$ cat config.mk
export PLATFORM = sky130hd
export DESIGN_NAME = regfile_wr_arbiter
export DESIGN_NICKNAME = d
export VERILOG_FILES = /design/src/rtl/regfile_wr_arbiter.sv
export SDC_FILE = /design/constraint.sdc
export NUM_CORES = 1
export LEC_CHECK = 0
export CAP_MARGIN = 40
export CORE_ASPECT_RATIO = 1.5
export CORE_MARGIN = 5
export CORE_UTILIZATION = 42
export CTS_CLUSTER_DIAMETER = 60
export DETAILED_ROUTE_END_ITERATION = 8
export PLACE_DENSITY = 0.86
export REMOVE_ABC_BUFFERS = 1
export SLEW_MARGIN = 20
export SYNTH_ARGS = -nofsm -noshare
export SYNTH_HDL_FRONTEND = slang
export SYNTH_SLANG_ARGS = --single-unit
$ cat constraint.sdc
create_clock -name clk -period 4.2 [get_ports clk]
set_input_delay 0.84 -clock clk [delete_from_list [all_inputs] [get_ports clk]]
set_output_delay 0.84 -clock clk [all_outputs]
set_load 0.005 [all_outputs]
$ cat src/rtl/regfile_wr_arbiter.sv
// Two-requester round-robin write arbiter feeding a single register-file write port
// through a one-entry output stage, with forwarding lookup and a committed-write counter.
module regfile_wr_arbiter #(
   parameter int unsigned DATA_W = 32,
   parameter int unsigned ADDR_W = 5
) (
   input  logic              clk,
   input  logic              rst,
   input  logic              req0_valid,
   input  logic [ADDR_W-1:0] req0_addr,
   input  logic [DATA_W-1:0] req0_data,
   output logic              req0_ready,
   input  logic              req1_valid,
   input  logic [ADDR_W-1:0] req1_addr,
   input  logic [DATA_W-1:0] req1_data,
   output logic              req1_ready,
   input  logic              wr_stall,
   output logic              wr_en,
   output logic [ADDR_W-1:0] wr_addr,
   output logic [DATA_W-1:0] wr_data,
   input  logic [ADDR_W-1:0] q_addr,
   output logic              q_hit,
   output logic [DATA_W-1:0] q_data,
   output logic [15:0]       wr_count
);

   logic              out_valid;
   logic [ADDR_W-1:0] out_addr;
   logic [DATA_W-1:0] out_data;
   logic              last_grant;   // 1: req1 was granted most recently
   logic              can_accept;
   logic              grant0;
   logic              grant1;
   logic              grant_any;
   logic [ADDR_W-1:0] grant_addr;
   logic [DATA_W-1:0] grant_data;

   always_comb begin
      wr_en      = rst & out_valid & ~wr_stall;
      // The stage frees up in the same cycle it commits, so a new grant can overlap the drain.
      can_accept = rst & (~out_valid | wr_en);
      grant0     = 1'b0;
      grant1     = 1'b0;
      if (can_accept) begin
         if (req0_valid && req1_valid) begin
            grant0 = last_grant;
            grant1 = ~last_grant;
         end else begin
            grant0 = req0_valid;
            grant1 = req1_valid;
         end
      end
      grant_any  = grant0 | grant1;
      grant_addr = grant1 ? req1_addr : req0_addr;
      grant_data = grant1 ? req1_data : req0_data;
      q_hit      = rst & out_valid & (out_addr == q_addr) & (q_addr != '0);
      q_data     = q_hit ? out_data : '0;
   end

   assign req0_ready = grant0;
   assign req1_ready = grant1;
   assign wr_addr    = out_addr;
   assign wr_data    = out_data;

   always_ff @(posedge clk or negedge rst) begin
      if (!rst) begin
         out_valid  <= 1'b0;
         out_addr   <= '0;
         out_data   <= '0;
         last_grant <= 1'b1;
         wr_count   <= '0;
      end else begin
         if (grant_any) begin
            last_grant <= grant1;
         end
         // Writes to register 0 are accepted and discarded without occupying the stage.
         if (grant_any && (grant_addr != '0)) begin
            out_valid <= 1'b1;
            out_addr  <= grant_addr;
            out_data  <= grant_data;
         end else if (wr_en) begin
            out_valid <= 1'b0;
         end
         if (wr_en && (wr_count != 16'hFFFF)) begin
            wr_count <= wr_count + 16'd1;
         end
      end
   end

endmodule
# [Yosys cells after proc, flatten, opt, wreduce, memory -nomap -nowiden]
# Index checks and enable logic that the tools add are counted.
# W data, S select, Z words.
[op_classes] n_div=0 reduce_logical=6 n_lt_le_gt_ge=0 n_mul=0 eq_ne=2 addsub=1 muxes=9 bitwise=10 shift=0
[op_table] cell="$mux W32" n=2
[op_table] cell="$add A16 B1 Y16 const B" n=1
[op_table] cell="$ne A16 B16 Y1 const B" n=1
[op_table] cell="$reduce_bool A5 Y1" n=2
[op_table] cell="$mux W1" n=6
[op_table] cell="$and A1 B1 Y1" n=5
[op_table] cell="$eq A5 B5 Y1" n=1
[op_table] cell="$mux W5" n=1
[op_table] cell="$logic_and A1 B1 Y1" n=3
[op_table] cell="$not A1 Y1" n=3
[op_table] cell="$or A1 B1 Y1" n=2
[op_table] cell="$reduce_bool A2 Y1" n=1
[totals] ramBits=0 latch_bits=0 mem_bits_ro=0 n_memories=0 regBits=55 inputBits=84

# [Longest topological paths before layout]
[logic_depth] ltp_word=9 mapped_depth=6

# [Worst setup path after synthesis]
# No wires, ideal clock.
[synth_timing] path_type="input -> output" from="input port q_addr[0]" to="output port q_data[10]" slack_ns=1.453 arrival_ns=1.907 path_stages=5 n_path_buf=1 t_required_ns=3.360 path_cell_list="or4_1 -> a21oi_1 -> nor4_2 -> clkbuf_1 -> and2_1"
[synth_between] elab_chain_len=4 elab_cells_between_ends=5 classes_between="eq/ne (1); mux (1); bitwise (2); reduce/logical (1)"
[synth_rtl] element="start: declaration" line="21" source="input logic [ADDR_W-1:0] q_addr,"
[synth_rtl] element="$eq A5 B5 Y1" line="56" source="q_hit = rst & out_valid & (out_addr == q_addr) & (q_addr != '0);"
[synth_rtl] element="$and A1 B1 Y1" line="56"
[synth_rtl] element="$and A1 B1 Y1 *" line="56"
[synth_rtl] element="$mux W32 *" line="57" source="q_data = q_hit ? out_data : '0;"
[synth_rtl] element="end: declaration" line="23" source="output logic [DATA_W-1:0] q_data,"
# Every way passes the cells marked *; elsewhere a longest branch is shown, timed or not.

# [Worst setup path in the final report]
[layout_timing] from="input port q_addr[0]" to="output port q_data[19]"
# The elaborated chain is that of the path after synthesis.

==> results list <==
- The run finished with clean final reports.
- Skew-Pair Late Insertion Delay: 300 ps
- For this design, the CTS-stage hold fixing added 0 buffers.
- Residual DRC: 0
- The initial antenna violation count was 0.
- Routed Antenna Nets: 0
- Post-layout instance count excluding filler cells: 539
- For this configuration, the core starts out at a cell density of 0.433.
* Minimum period implied by the final worst setup slack: 3870 ps
- After synthesis, the mean cell area works out to about 12 sq um.
- Biggest area consumer among synthesized cells: sky130_fd_sc_hd__dfrtp_1
- Power after layout: approximately 2.3 mW
* TritonCTS buffer count: 5
- Data required time at the worst endpoint: 3360 ps
- Detailed routing inserted a total of 2933 vias.
- Clock slew at reported path FFs: 90 ps
- Gp weighted congestion: just over 0.8
- For the pin with the worst max-slew slack, the measured transition is 622 ps.
- Once the clock tree was built, the setup fixing pass inserted 0 buffers.
* Type of destination of the critical path: output port
- After detailed routing, the average wire length per cell comes to roughly 19 um.
- Area growth from synthesis to final layout: 59.6%
* Fin nets: 523
* Synthesized area: approximately 0.0032 sq mm
- Clock root buffer: sky130_fd_sc_hd__clkbuf_8
- Iteration count of the initial detailed-routing pass: 4
- Setup violations remaining at the end of the flow were counted as 0.
- Row generation in the floorplan step produced 38 rows.
- For this block, the routed nets add up to around 10000 um of wire.
* Die width: about 81 um
- Post-CTS resize count: 0
- Static timing analysis puts the maximum clock frequency at ~0.26 GHz.
- Share of post-route cells with drive strength above 1: 0.141
* Wire length of the first global-routing pass: 15800 um
- The number of global-route vias before repair was 3125.
- Across the run, the number of max-cap violations was 0.
* Synthesized instance count: 269
- Worst voltage drop across the vdd grid: 0.276 mV
- Number of warning messages in the yosys log: 0
* Number of placed instances, taps included: 531
- OpenSTA, run right after detailed placement, puts the worst setup slack at 302 ps.
- Of the post-synthesis cell area, the dominant cell type holds 0.429.
- Yosys attributes the largest share of cell area to sky130_fd_sc_hd__dfrtp_1 43%, sky130_fd_sc_hd__a2bb2oi_2 13%, sky130_fd_sc_hd__and2_1 6.9%.
- The share of the Yosys chip area taken by registers is 0.437.
* Count of unique library cells instantiated by Yosys: 45
- TritonCTS built the clock tree.
- Setup repair after global routing missed its margin: false
- Logic depth of the worst register-to-register path: 6
- Across the routed clock network, the largest skew measured is a little under 9 ps.
- Final hold violation count: 0
- Filler instances: 538
- Detailed router's first-iteration violation count: 100
- Global route total overflow: 0
- The clock net in this run drives a total of 55 sinks.
- Entering global routing, the biggest net connects between 50 and 60 pins.
* Number of H-tree levels: 2
- Floorplan die area: 0.00937 sq mm
- Final antenna diode count: 0
* Areal power density over the cells: 467 mW/mm^2
- The finished cells cover ~0.005 sq mm.
- For the worst setup path, the data arrival time is 3030 ps.
- The floorplan step set the die height to 116 um.
* Class of the tightest hold or removal check: input pin to async pin
* Setup total negative slack: 0 ps
* Number of port buffers: 172
- Final critical-path setup slack: 328 ps
- Synthesis inferred 55 register bits.
- Leakage: roughly 2 nW
- Post-route fraction of the period consumed by the critical path: 0.922
- Post-detailed-placement half-perimeter wirelength: 7600 um
- Total count of max-transition violations in the final report: 0
* Max-slew headroom: 0.585
* Total global routing track utilization: 0.218
* Placement Cell Area: 0.00493 sq mm
- Category of the critical setup timing path: input pin to output port
- Kind of start point of the critical path: input pin
- Area of the core: 0.00727 sq mm
* Maximum net fanout on the critical path: 33
- Via density per instance: 5.44
- Largest buffer count on any clock path: 2
* I/O pin count: 173
==> per-stage QoR <==
| step | hold WS, ps | util |
|---|---|---|
| after global placement | 500 | 0.678 |
| after CTS | 376 | 0.691 |
| after detailed placement | 517 | 0.678 |
| after floorplan | 500 | - |
| after global routing | 376 | 0.691 |
| final | 386 | 0.691 |
==> flip-flops by register name, summed over array words and instances, names as in the netlist <==
name and count:
out_valid 1, last_grant 1, wr_data 32, wr_addr 5, wr_count 16
==> report_power, final <==
part / total (mW) / internal, mW / switching [mW]
logic: 1.08 / 0.731 / 0.345
clock network: 0.308 / 0.135 / 0.173
registers: 0.966 / 0.734 / 0.232
==> cell usage in the layout, fill, tap and decap left out, types with 7 or more instances in the layout <==
cell                              count
sky130_fd_sc_hd__clkdlybuf4s50_1    171
sky130_fd_sc_hd__dfrtp_1             54
sky130_fd_sc_hd__and2_1              35
sky130_fd_sc_hd__o22ai_1             35
sky130_fd_sc_hd__a2bb2oi_2           28
sky130_fd_sc_hd__nand4_1             11
sky130_fd_sc_hd__xnor2_1             10
sky130_fd_sc_hd__nand2_1              9
sky130_fd_sc_hd__nand3_1              8
sky130_fd_sc_hd__a2bb2oi_1            7
==> worst max-delay path, stage by stage <==
cell	delay [ps]
sky130_fd_sc_hd__clkdlybuf4s50_1	450
sky130_fd_sc_hd__or4_1	550
sky130_fd_sc_hd__a21oi_1	230
sky130_fd_sc_hd__nor4_4	70
sky130_fd_sc_hd__buf_4	230
sky130_fd_sc_hd__and2_1	200
sky130_fd_sc_hd__clkdlybuf4s50_1	460
==> final cells by class <==
type	count	area [sq um]	area share
Tap cell	100	125	0.0249
Timing Repair Buffer	178	1760	0.350
Clock buffer	6	82.6	0.0164
Inverter	5	18.8	0.00373
Sequential cell	55	1380	0.274
Multi-Input combinational cell	193	1650	0.328
Clock inverter	2	13.8	0.00274
==> logic make-up after synthesis <==
logic type / count (synthesis) / share of synthesized area
XOR/XNOR: 15 / 0.0417
multiplexers: 4 / 0.0179
AND/OR/NAND/NOR: 91 / 0.199
adder cells (fa/ha/maj): 1 / 0.00397
AO/OA/AOI/OAI: 82 / 0.258
flip-flops: 55 / 0.437
buffers and inverters: 21 / 0.0425
==> per-layer routing <==
| layer | GRT usage | vias up | wire, um |
|---|---|---|---|
| met5 | 0 | - | 0 |
| met4 | 0.0812 | 0 | 288 |
| met3 | 0.0622 | 21 | 809 |
| met2 | 0.389 | 140 | 5230 |
| met1 | 0.242 | 1413 | 3680 |
| li1 | - | 1359 | - |
==> synthesized netlist by cell type, drive strengths merged <==
library cell / n
and3: 2
o2111a: 1
a31oi: 1
nor4: 2
or4: 3
nor4b: 1
a21oi: 3
dfstp: 1
o21a: 1
xnor2: 10
a21boi: 1
clkbuf: 5
a221oi: 1
nand4: 11
and2: 35
nand2: 9
a22oi: 1
mux2: 3
nor2: 8
and4: 2
a2bb2oi: 35
ha: 1
or2: 1
o22ai: 36
xor2: 5
nand3b: 1
inv: 5
nand2b: 1
mux2i: 1
o21ai: 1
buf: 11
nand3: 10
a21o: 1
dfrtp: 54
nor3: 5
==> final timing paths <==
path                                  start     endpoint  slack, ps
worst max-delay path              q_addr[0]   q_data[19]        330
worst min-delay path                    rst    out_valid        390
worst max register to register   last_grant  wr_data[21]       2010
worst min register to register  wr_count[0]  wr_count[0]        540
max in group asynchronous               rst   wr_data[0]       2940
min in group clk                wr_count[0]  wr_count[0]        540
No activity file was read; power rests on OpenSTA's default activity.
==> RTL change: new RTL, same flow settings <==
Register the output `wr_count` once more; this adds one clock of latency there. The other outputs are not delayed to match.
--- a/src/rtl/regfile_wr_arbiter.sv
+++ b/src/rtl/regfile_wr_arbiter.sv
@@ -23,6 +23,8 @@
    output logic [DATA_W-1:0] q_data,
    output logic [15:0]       wr_count
 );
+
+   logic [15:0] wr_count_s0;
 
    logic              out_valid;
    logic [ADDR_W-1:0] out_addr;
@@ -68,7 +70,7 @@
          out_addr   <= '0;
          out_data   <= '0;
          last_grant <= 1'b1;
-         wr_count   <= '0;
+         wr_count_s0 <= '0;
       end else begin
          if (grant_any) begin
             last_grant <= grant1;
@@ -81,10 +83,14 @@
          end else if (wr_en) begin
             out_valid <= 1'b0;
          end
-         if (wr_en && (wr_count != 16'hFFFF)) begin
-            wr_count <= wr_count + 16'd1;
+         if (wr_en && (wr_count_s0 != 16'hFFFF)) begin
+            wr_count_s0 <= wr_count_s0 + 16'd1;
          end
       end
    end
 
+   always_ff @(posedge clk) begin
+      wr_count <= wr_count_s0;
+   end
+
 endmodule
Behaviour: not the same (a bounded check fails within 4 cycles, from zero or initial values and one cycle with rst low).
==> RTL change against the unedited design <==
  * Synthesized cell count up 1.9%
  * Setup slack gained 0.12 ns
  * Total power rose by 29%
  * Register-to-register slack improved by 0.11 ns
  * Routed wire length decreased by 1.8%
  * Final area is 12% higher
  * Area after synthesis up 9.8%
  * Die area grew 8.8%
  * Core utilization is 1.3 points higher
  * Sequential cell count grew 16
==> RTL change: results (changes against the unedited design) <==
capture point of the critical path: q_data[16]
clk root buf: clkbuf_16
mux cell area share after synthesis: 26.5% (+25 points)
metal3 WL: 626 um (-23%)
initial drt markers: 78 (-22%)
WL final: 9830 um (-1.8%)
Critical Path Max Stage Delay: 0.52 ns (-0.03 ns)
Met1 Wirelength: 3590 um (-2.6%)
Area after DPL: 0.00529 mm^2 (+7.3%)
DR WL met2: 5170 um (-1.1%)
area share of fa/ha/maj cells after synthesis: 0.362% (-0.036 points)
Min Clock Period, post-route: 3.75 ns (-0.122 ns)
max reg flops: 32 (unchanged)
Post-Synth XOR/XNOR Area: 4.05% (-0.12 points)
Final Wtd Congestion: 0.909 (+11%)
Main synth FF type: dfrtp_1
FF-to-FF End: wr_data[7]$_DFFE_PN0P_
vias in the first global route: 3,002 (-3.9%)
Synth top cells by count: mux2_2 (55), dfrtp_1 (54), and2_1 (35)
top post-synthesis cells by area: dfrtp_1 (39%), mux2_2 (18%), dfxtp_1 (9.3%)
DRT Pass-1 Iters: 4 (unchanged)
Syn Area/Cell: 12.6 um^2 (+7.8%)
r2r setup slk: 2.12 ns (+0.11 ns)
placed cells: 544 (+2.4%)
pre-CTS setup slack: 0.462 ns (+0.161 ns)
global-route wire length before repair: 15,500 um (-2.2%)
worst slew pin tran: 0.775 ns (+0.153 ns)
Seq/Total Area, Yosys: 49.1% (+5.3 points)
status: completed
initial antenna violation count: 0 (unchanged)
post-synthesis async set-or-reset flop share: 77.5% (-23 points)
CTS Buf Count: 9 (+4)
Tot GR Track Use: 19.2% (-2.5 points)
# H-tree levels: 3 (+1)
via count: 2,802 (-4.5%)
final std cells w/o fill: 560 (+3.9%)
largest net degree at the start of global routing: 38 (-25%)
Netlist cell types: 42 (-6.7%)
clk slew on worst S/H paths: 0.06 ns (-0.03 ns)
dpl hpwl: 7610 um (+0.18%)
Peak VDD IR: 0.445 mV (+61%)
Synth Area in Compound Gates: 4.81% (-21 points)
reg2reg path depth: 5 (-1)
clk_skew: 0.00538 ns (-0.00326 ns)
post-CTS setup buffers: 0 (unchanged)
Worst-Skew Late Latency: 0.33 ns (+0.03 ns)
cell-internal power: 2.22 mW (+39%)
Leak Pwr: 2.35 nW (+20%)
Synthesis Warnings: 0 (unchanged)
share of post-route cells with drive strength above 1: 22.9% (+8.7 points)
-- RTL change: power groups by stage --
| stage | Combinational [mW] | Sequential (mW) | Clock, mW |
|---|---|---|---|
| floorplan | 0.417 | 1.11 | 0 |
| detailed placement | 1.03 | 1.15 | 0 |
| finish | 1.02 | 1.14 | 0.865 |
| global route | 1.09 | 1.17 | 0.916 |
| global placement | 1.01 | 1.13 | 0 |
| CTS | 1.04 | 1.14 | 0.881 |
-- RTL change: worst min path at each step --
stage	startpoint	end	slack (ns)	cells past startpoint
after global routing	rst	wr_addr[1]$_DFFE_PN0P_	0.33	1
after CTS	rst	wr_addr[1]$_DFFE_PN0P_	0.32	1
after global placement	wr_count_s0[9]$_DFFE_PN0P_	wr_count[9]$_DFF_P_	0.40	0
final	rst	wr_addr[4]$_DFFE_PN0P_	0.33	1
after floorplan	wr_count_s0[9]$_DFFE_PN0P_	wr_count[9]$_DFF_P_	0.38	0
after detailed placement	wr_count_s0[9]$_DFFE_PN0P_	wr_count[9]$_DFF_P_	0.41	0
-- RTL change: layer usage --
metal	up-vias	GRT usage (%)
met5	-	0
met4	0	11.2
met3	29	4.08
met2	120	34.8
met1	1332	20.3
li1	1321	-
-- RTL change: final cells by class --
| class | count | area [um^2] |
|---|---|---|
| clock buffers | 9 | 225 |
| clock inverters | 7 | 120 |
| fillers | 571 | 2370 |
| inverters | 5 | 18.8 |
| multi-input cells | 186 | 1690 |
| flip-flops and latches | 71 | 1700 |
| well taps | 105 | 131 |
| repair buffers | 177 | 1750 |
-- RTL change: worst max-delay path, delay by kind of cell --
kind | cells | cell delay [ns]
buf+inv | 3 | 1.12
simple gates | 3 | 0.77
compound gates | 1 | 0.17
